<file path="config.mk">
export PLATFORM = sky130hd
export DESIGN_NAME = beta_elastic_pipe_stage_flat
export DESIGN_NICKNAME = d
export VERILOG_FILES = /design/src/rtl/beta_elastic_pipe_stage_if.sv /design/src/rtl/beta_elastic_pipe_stage.sv /design/src/flat_wrapper.sv
export SDC_FILE = /design/constraint.sdc
export NUM_CORES = 1
export LEC_CHECK = 0
export CORE_ASPECT_RATIO = 0.75
export CORE_UTILIZATION = 44
export DETAILED_ROUTE_END_ITERATION = 10
export MAX_ROUTING_LAYER = met4
export PLACE_DENSITY = 0.76
export SLEW_MARGIN = 25
export SYNTH_ARGS = -nofsm -noshare
export SYNTH_HDL_FRONTEND = slang
export SYNTH_SLANG_ARGS = --single-unit
</file>
<file path="constraint.sdc">
create_clock -name clk_i -period 1.8 [get_ports clk_i]
set_input_delay 0.54 -clock clk_i [delete_from_list [all_inputs] [get_ports clk_i]]
set_output_delay 0.54 -clock clk_i [all_outputs]
set_load 0.05 [all_outputs]
</file>
<file path="src/rtl/beta_elastic_pipe_stage_if.sv">
// Valid/ready handshake bundle for one elastic pipeline stage.
//   upstream side  : in_valid, in_data, in_ready
//   downstream side: out_valid, out_data, out_new, out_ready
//   status         : occupancy (items held, 0..2)
// Modports:
//   slave  - the stage itself (consumes in_*, produces out_*)
//   master - whatever surrounds the stage (producer and consumer)
interface beta_elastic_pipe_stage_if #(
   parameter int unsigned PayloadWidth = 32
);
   logic                    in_valid;
   logic [PayloadWidth-1:0] in_data;
   logic                    in_ready;
   logic                    out_valid;
   logic [PayloadWidth-1:0] out_data;
   logic                    out_new;
   logic                    out_ready;
   logic [1:0]              occupancy;

   modport slave (
      input  in_valid, in_data, out_ready,
      output in_ready, out_valid, out_data, out_new, occupancy
   );

   modport master (
      output in_valid, in_data, out_ready,
      input  in_ready, out_valid, out_data, out_new, occupancy
   );
endinterface

</file>
<file path="src/rtl/beta_elastic_pipe_stage.sv">
// Reusable elastic pipeline register with a 2-entry skid buffer.
// The head item sits in the main register and drives out_data; a second item
// can be parked in the skid register while downstream is stalled. in_ready is
// decoded from the state register only, so no combinational ready path crosses
// the stage.
//
// Ports:
//   clk_i        clock, rising edge
//   rstn_i       asynchronous active-low reset
//   pip_stall_i  pipeline stall: treated as out_ready = 0
//   pip_flush_i  pipeline flush: synchronous discard of all contents
//   pipe         handshake bundle (slave modport), see beta_elastic_pipe_stage_if
//
// state | meaning
// ------+-----------------------------------------------
// EMPTY | nothing held, main/skid hold no live item
// ONE   | head item in main, skid free
// FULL  | head item in main, next item in skid, in_ready low
module beta_elastic_pipe_stage #(
   parameter int unsigned PayloadWidth = 32,
   parameter bit          ZeroOnFlush  = 1'b1
) (
   input logic                         clk_i,
   input logic                         rstn_i,
   input logic                         pip_stall_i,
   input logic                         pip_flush_i,
   beta_elastic_pipe_stage_if.slave    pipe
);

   typedef enum logic [1:0] {
      EMPTY = 2'd0,
      ONE   = 2'd1,
      FULL  = 2'd2
   } state_e;

   state_e                  state_q, state_d;
   logic [PayloadWidth-1:0] main_q, main_d;
   logic [PayloadWidth-1:0] skid_q, skid_d;
   logic                    new_q, new_d;

   logic in_ready;
   logic out_valid;
   logic in_fire;
   logic out_fire;

   assign in_ready  = (state_q != FULL);
   assign out_valid = (state_q != EMPTY);
   assign in_fire   = pipe.in_valid & in_ready;
   assign out_fire  = out_valid & pipe.out_ready & ~pip_stall_i;

   always_ff @(posedge clk_i or negedge rstn_i) begin
      if (!rstn_i) begin
         state_q <= EMPTY;
         main_q  <= '0;
         skid_q  <= '0;
         new_q   <= 1'b0;
      end else begin
         state_q <= state_d;
         main_q  <= main_d;
         skid_q  <= skid_d;
         new_q   <= new_d;
      end
   end

   always_comb begin
      state_d = state_q;
      main_d  = main_q;
      skid_d  = skid_q;
      new_d   = 1'b0;

      if (pip_flush_i) begin
         // Flush wins over stall and both fires; an in_fire this cycle is lost.
         state_d = EMPTY;
         if (ZeroOnFlush) begin
            main_d = '0;
            skid_d = '0;
         end
      end else begin
         unique case (state_q)
            EMPTY: begin
               if (in_fire) begin
                  state_d = ONE;
                  main_d  = pipe.in_data;
                  new_d   = 1'b1;
               end
            end
            ONE: begin
               if (in_fire && out_fire) begin
                  main_d = pipe.in_data;
                  new_d  = 1'b1;
               end else if (in_fire) begin
                  state_d = FULL;
                  skid_d  = pipe.in_data;
               end else if (out_fire) begin
                  state_d = EMPTY;
               end
            end
            FULL: begin
               // in_ready is low here, so only the drain can happen.
               if (out_fire) begin
                  state_d = ONE;
                  main_d  = skid_q;
                  new_d   = 1'b1;
               end
            end
            default: state_d = EMPTY;
         endcase
      end
   end

   assign pipe.in_ready  = in_ready;
   assign pipe.out_valid = out_valid;
   assign pipe.out_data  = main_q;
   assign pipe.out_new   = new_q;
   assign pipe.occupancy = (state_q == FULL) ? 2'd2 :
                           (state_q == ONE)  ? 2'd1 : 2'd0;

endmodule

</file>
<file path="src/flat_wrapper.sv">
// flat-port wrapper written by rule: the top's interface ports become plain ports
module beta_elastic_pipe_stage_flat 
#(
   parameter int unsigned PayloadWidth = 32,
   parameter bit          ZeroOnFlush  = 1'b1
)
  (clk_i, rstn_i, pip_stall_i, pip_flush_i, pipe_in_valid, pipe_in_data, pipe_out_ready, pipe_in_ready, pipe_out_valid, pipe_out_data, pipe_out_new, pipe_occupancy);
  beta_elastic_pipe_stage_if #(.PayloadWidth(PayloadWidth)) pipe_i ();
  input logic clk_i;
  input logic rstn_i;
  input logic pip_stall_i;
  input logic pip_flush_i;
  input wire logic [$bits(pipe_i.in_valid)-1:0] pipe_in_valid;
  input wire logic [$bits(pipe_i.in_data)-1:0] pipe_in_data;
  input wire logic [$bits(pipe_i.out_ready)-1:0] pipe_out_ready;
  output wire logic [$bits(pipe_i.in_ready)-1:0] pipe_in_ready;
  output wire logic [$bits(pipe_i.out_valid)-1:0] pipe_out_valid;
  output wire logic [$bits(pipe_i.out_data)-1:0] pipe_out_data;
  output wire logic [$bits(pipe_i.out_new)-1:0] pipe_out_new;
  output wire logic [$bits(pipe_i.occupancy)-1:0] pipe_occupancy;
  assign pipe_i.in_valid = pipe_in_valid;
  assign pipe_i.in_data = pipe_in_data;
  assign pipe_i.out_ready = pipe_out_ready;
  assign pipe_in_ready = pipe_i.in_ready;
  assign pipe_out_valid = pipe_i.out_valid;
  assign pipe_out_data = pipe_i.out_data;
  assign pipe_out_new = pipe_i.out_new;
  assign pipe_occupancy = pipe_i.occupancy;
  beta_elastic_pipe_stage #(.PayloadWidth(PayloadWidth), .ZeroOnFlush(ZeroOnFlush)) u_core (.clk_i(clk_i), .rstn_i(rstn_i), .pip_stall_i(pip_stall_i), .pip_flush_i(pip_flush_i), .pipe(pipe_i));
endmodule
</file>
## Word-level counts from Yosys, hierarchy flattened

Index checks and enable logic that the tools add are counted.
Widths: inputs -> output; s select.

| operators by class | value |
|---|---|
| reductions and logical operators | 9 |
| div/mod/pow operators | 0 |
| $mul | 0 |
| equality and inequality tests | 9 |
| mux-type cells | 22 |
| bitwise gates (word level) | 4 |
| shift-type cells | 0 |
| $add $sub $neg | 0 |
| $lt $le $gt $ge | 0 |

Operator list:

| cell | count |
|---|---|
| $mux 32 | 7 |
| $pmux 32 s3 | 1 |
| $mux 2 | 7 |
| $ne 3x2->1 const B | 3 |
| $reduce_and 4->1 | 2 |
| $pmux 2 s3 | 1 |
| $reduce_bool 2->1 | 3 |
| $mux 1 | 5 |
| $ne 2x2->1 const B | 2 |
| $ne 4x2->1 const B | 1 |
| $reduce_bool 4->1 | 1 |
| $and 1x1->1 | 3 |
| $ne 3x3->1 const B | 1 |
| $pmux 1 s3 | 1 |
| $reduce_and 3->1 | 1 |
| $eq 2x1->1 const B | 1 |
| $eq 2x2->1 const B | 1 |
| $logic_not 2->1 | 1 |
| $logic_and 1x1->1 | 1 |
| $not 1->1 | 1 |

| storage, ports and cells | value |
|---|---|
| register bits | 67 |
| bits in latches | 0 |
| RAM bits | 0 |
| word-level logic and storage cells | 48 |
| input bits | 38 |
| memory bits (read-only) | 0 |
| memories kept | 0 |

## Depth between registers and ports, before layout

| logic depth | value |
|---|---|
| depth in word-level cells | 8 |
| depth in mapped cells | 7 |
| depth with buffers taken out | 5 |

## Worst setup path before layout

Ideal clock, no wire load.

| timing | value |
|---|---|
| path type | register to output |
| start point | reg u_core.state_q[0] |
| end point | out pipe_occupancy[1] |
| arrival | 1,411 ps |
| stages on the path, launching flop included | 5 |
| path slack | -151 ps |
| path through | dfrtp_1 > nand2b_1 > buf_4 > clkinv_1 > clkbuf_1 |

| between the ends | value |
|---|---|
| cells in the longest elaborated chain, start to end | 2 |

RTL lines:

| element | line | RTL |
|---|---|---|
| start: declaration | beta_elastic_pipe_stage.sv:36 | `state_e state_q, state_d;` |
| start signal: assignment | beta_elastic_pipe_stage.sv:58 | `state_q <= state_d;` |
| $eq 2x2->1 | beta_elastic_pipe_stage.sv:115 | `assign pipe.occupancy = (state_q == FULL) ? 2'd2 :` |
| $mux 2 | beta_elastic_pipe_stage.sv:115 |  |
| end: declaration | flat_wrapper.sv:20 | `output wire logic [$bits(pipe_i.occupancy)-1:0] pipe_occupancy;` |

No other way between the ends.

## Final worst setup path

| timing | value |
|---|---|
| start point | reg u_core.state_q[1] |
| end point | out pipe_out_valid |

| between the ends | value |
|---|---|
| cells in the longest elaborated chain, start to end | 1 |

RTL lines:

| element | line | RTL |
|---|---|---|
| $reduce_bool 2->1 | beta_elastic_pipe_stage.sv:47 | `assign out_valid = (state_q != EMPTY);` |
| end: declaration | flat_wrapper.sv:17 | `output wire logic [$bits(pipe_i.out_valid)-1:0] pipe_out_valid;` |

No other way between the ends.

==> results by group <==
Global routing
  • Gr ovfl total: 0
  • Vias in the first global route: 2572
  • Initial antenna violation count: 0
  • First-pass GRT wire length: 13500 um
  • Largest net degree at the start of global routing: 37
  • Total GRT Usage: 0.255

Critical path
  • Crit path kind: flop to output pin
  • Setup crit start kind: flop
  • WP data arrival: 1290 ps
  • CP endpoint kind: output pin
  • Worst-path fanout max: 3
  • Critical Path RT: 1260 ps

Final layout
  • Finished Cell Area: 4590 sq um
  • Synth-to-Final Area Change: 50.2%
  • Proportion of layout cells with a drive suffix above 1: 0.369
  • Post-Layout Cell Count: 463
  • Fillers: 444
  • Antenna cells: 0
  • Final #Nets: 415
  • Final Core Density: 0.705

Yosys
  • Synth area leader: dfrtp_1
  • Share of the synthesized area in the top cell type: 0.549
  • Avg Cell Area, Syn: 11.4 sq um
  • Seq/Total Area, Yosys: 0.549
  • Largest cells by area after synthesis: dfrtp_1 55%, mux2_4 15%, a22o_1 9.5%
  • Cell variety after synth: 21
  • Most frequent cell after synthesis: dfrtp_1
  • Synthesis Warnings: 0
  • Primary FF master, synth: dfrtp_1
  • Synth cell count leaders: 67 x dfrtp_1, 65 x nand2_1, 33 x a22o_1
  • EDFF count, synth: 0
  • Post-Syn Area: 3060 sq um
  • Fraction of registers with async set/reset: 1.00
  • FF+latch count, synth: 67
  • Mapped Nets: 305
  • Cells after Synth: 267

Place
  • Area after DPL: 3990 sq um
  • PortBufs: 74
  • Dpl cells: 425
  • Final HPWL DP: 4840 um
  • Routability cong.: 0.770

Clocking
  • Htree depth: 3
  • Clk root buf: clkbuf_8
  • Clock buffer depth: 2
  • Clock Sinks: 67
  • Post-CTS Hold Fix Bufs: 0
  • Reg clk slew, reported paths: 70 ps
  • CTS tree: done
  • Total CTS buffers: 9
  • Worst skew pair latency: 340 ps

STA
  • Maximum clock rate: 546 MHz
  • Final worst setup slack: -31.3 ps
  • Setup Skew: 6.76 ps
  • Final Hold Vio Count: 0
  • Slew @ Worst Pin: 515 ps
  • Crit path time final: 1830 ps
  • Max-slew violation count: 0
  • Final setup violation count: 3
  • RSZ-0062 raised after global routing: yes
  • Tcrit/Tclk final: 1.02
  • Max-slew headroom: 0.657

Floorplan
  • Area of the die: 7280 sq um
  • Die W: 98.2 um
  • Starting Density: 0.470
  • Rows: 25
  • IO Pins: 75
  • Core ar.: 6510 sq um
  • Height of the die: 74.2 um

Routing
  • Post-Route WL: 8410 um
  • Final ANT Viol Nets: 0
  • DRC viols: 6
  • Wire length per cell: 18.2 um
  • DR vias/cell: 5.43
  • Via Count: 2512
  • First-pass DRT Iterations: 7
  • DR iter-0 viols: 235

Power and ir drop
  • Pwr dens: 961 nW/um^2
  • Pleak: 2.33 nW
  • Peak supply drop: 0.000526 V

Worst hold path
  • Hold Path Class: primary input to asynchronous set/reset pin

Run
  • Max Cap Viol: 0

Outcome
  • Run status: finished with violations
  • Failing checks: design-rule violations, negative setup slack
[through the flow]
| step | hold WS (ps) | setup slack (ps) | total power (W) | TNS, ps |
|---|---|---|---|---|
| after CTS | 157 | -56.2 | 0.00442 | -855 |
| after global placement | 487 | -518 | 0.00275 | -28800 |
| after detailed placement | 491 | -545 | 0.00276 | -29840 |
| after floorplan | 244 | 14.6 | 0.00234 | 0 |
| final | 158 | -31.3 | 0.00441 | -70.6 |
| after global routing | 177 | -74.4 | 0.00457 | -253 |
[per-layer routing]
metal	up-vias	global-route usage	part of all wire	wire length (um)
met4	0	0.0879	0.0080	67
met2	92	0.383	0.48	4010
met3	8	0.0705	0.073	616
met1	1259	0.336	0.44	3720
met5	-	-	0	0
li1	1153	-	-	-
[power by group]
part	internal, W	leakage, nW	switching, W
combinational	0.000547	1.31	0.000633
sequential	0.00162	0.894	0.0000779
clock	0.000954	0.123	0.000579
[final timing paths]
kind	from	to	slack (ps)	depth (start not counted)
worst max register to register	u_core.state_q[1]$_DFFE_PN0P_	u_core.state_q[0]$_DFFE_PN0P_	0	10
min in group clk_i	u_core.pipe.out_data[24]$_DFFE_PN0P_	u_core.pipe.out_data[24]$_DFFE_PN0P_	510	1
max in group asynchronous	rstn_i	u_core.state_q[1]$_DFFE_PN0P_	1110	2
worst max-delay path	u_core.state_q[1]$_DFFE_PN0P_	pipe_out_valid	-30	3
worst min-delay path	rstn_i	u_core.skid_q[25]$_DFFE_PN0P_	160	1
worst min register to register	u_core.pipe.out_data[24]$_DFFE_PN0P_	u_core.pipe.out_data[24]$_DFFE_PN0P_	510	1
[worst max-delay path, cell delays in order (launching register included)]
cell and delay, ps:
dfrtp_2 440, buf_6 130, or2_4 230, buf_8 150
[repair_timing]
item	in CTS	in global routing
gates cloned	4	0
resized for setup	27	10
endpoints found under the hold margin	0	0
setup buffers	11	7
endpoints found under the setup margin	68	70
pin swaps	3	1
[kinds of logic after synthesis]
family,after synthesis,share of synthesized area
AND/OR/NAND/NOR,76,0.0987
buffers and inverters,23,0.0393
flip-flops,67,0.549
multiplexers,33,0.158
AO/OA/AOI/OAI,68,0.155
[final cells by class]
cell class | instances | area (sq um) | share of cell area
Inverter | 2 | 15.0 | 0.00327
Tap cell | 81 | 101 | 0.0221
Clock buffer | 11 | 141 | 0.0308
Multi-Input combinational cell | 177 | 1290 | 0.282
Timing Repair Buffer | 120 | 1260 | 0.275
Sequential cell | 67 | 1680 | 0.366
Clock inverter | 5 | 100 | 0.0218
[sequential cells by signal, indices dropped and copies added, names as in the netlist]
| signal | flops |
|---|---|
| u_core.pipe.out_new | 1 |
| u_core.state_q | 2 |
| u_core.pipe.out_data | 32 |
| u_core.skid_q | 32 |
[cells in the final DEF (no fill, tap or decap), types with 2 or more instances in the layout]
cell / instances
a21oi_1: 32
a22o_1: 33
buf_12: 12
buf_16: 3
buf_4: 59
buf_6: 6
buf_8: 2
bufinv_16: 3
clkbuf_8: 10
clkdlybuf4s50_1: 32
clkinv_2: 2
dfrtp_1: 66
dlygate4sd2_1: 3
mux2_2: 2
mux2_4: 30
nand2_1: 65
nand2b_4: 3
nor2_1: 4
Note: power is estimated with default switching activity, not from simulation.
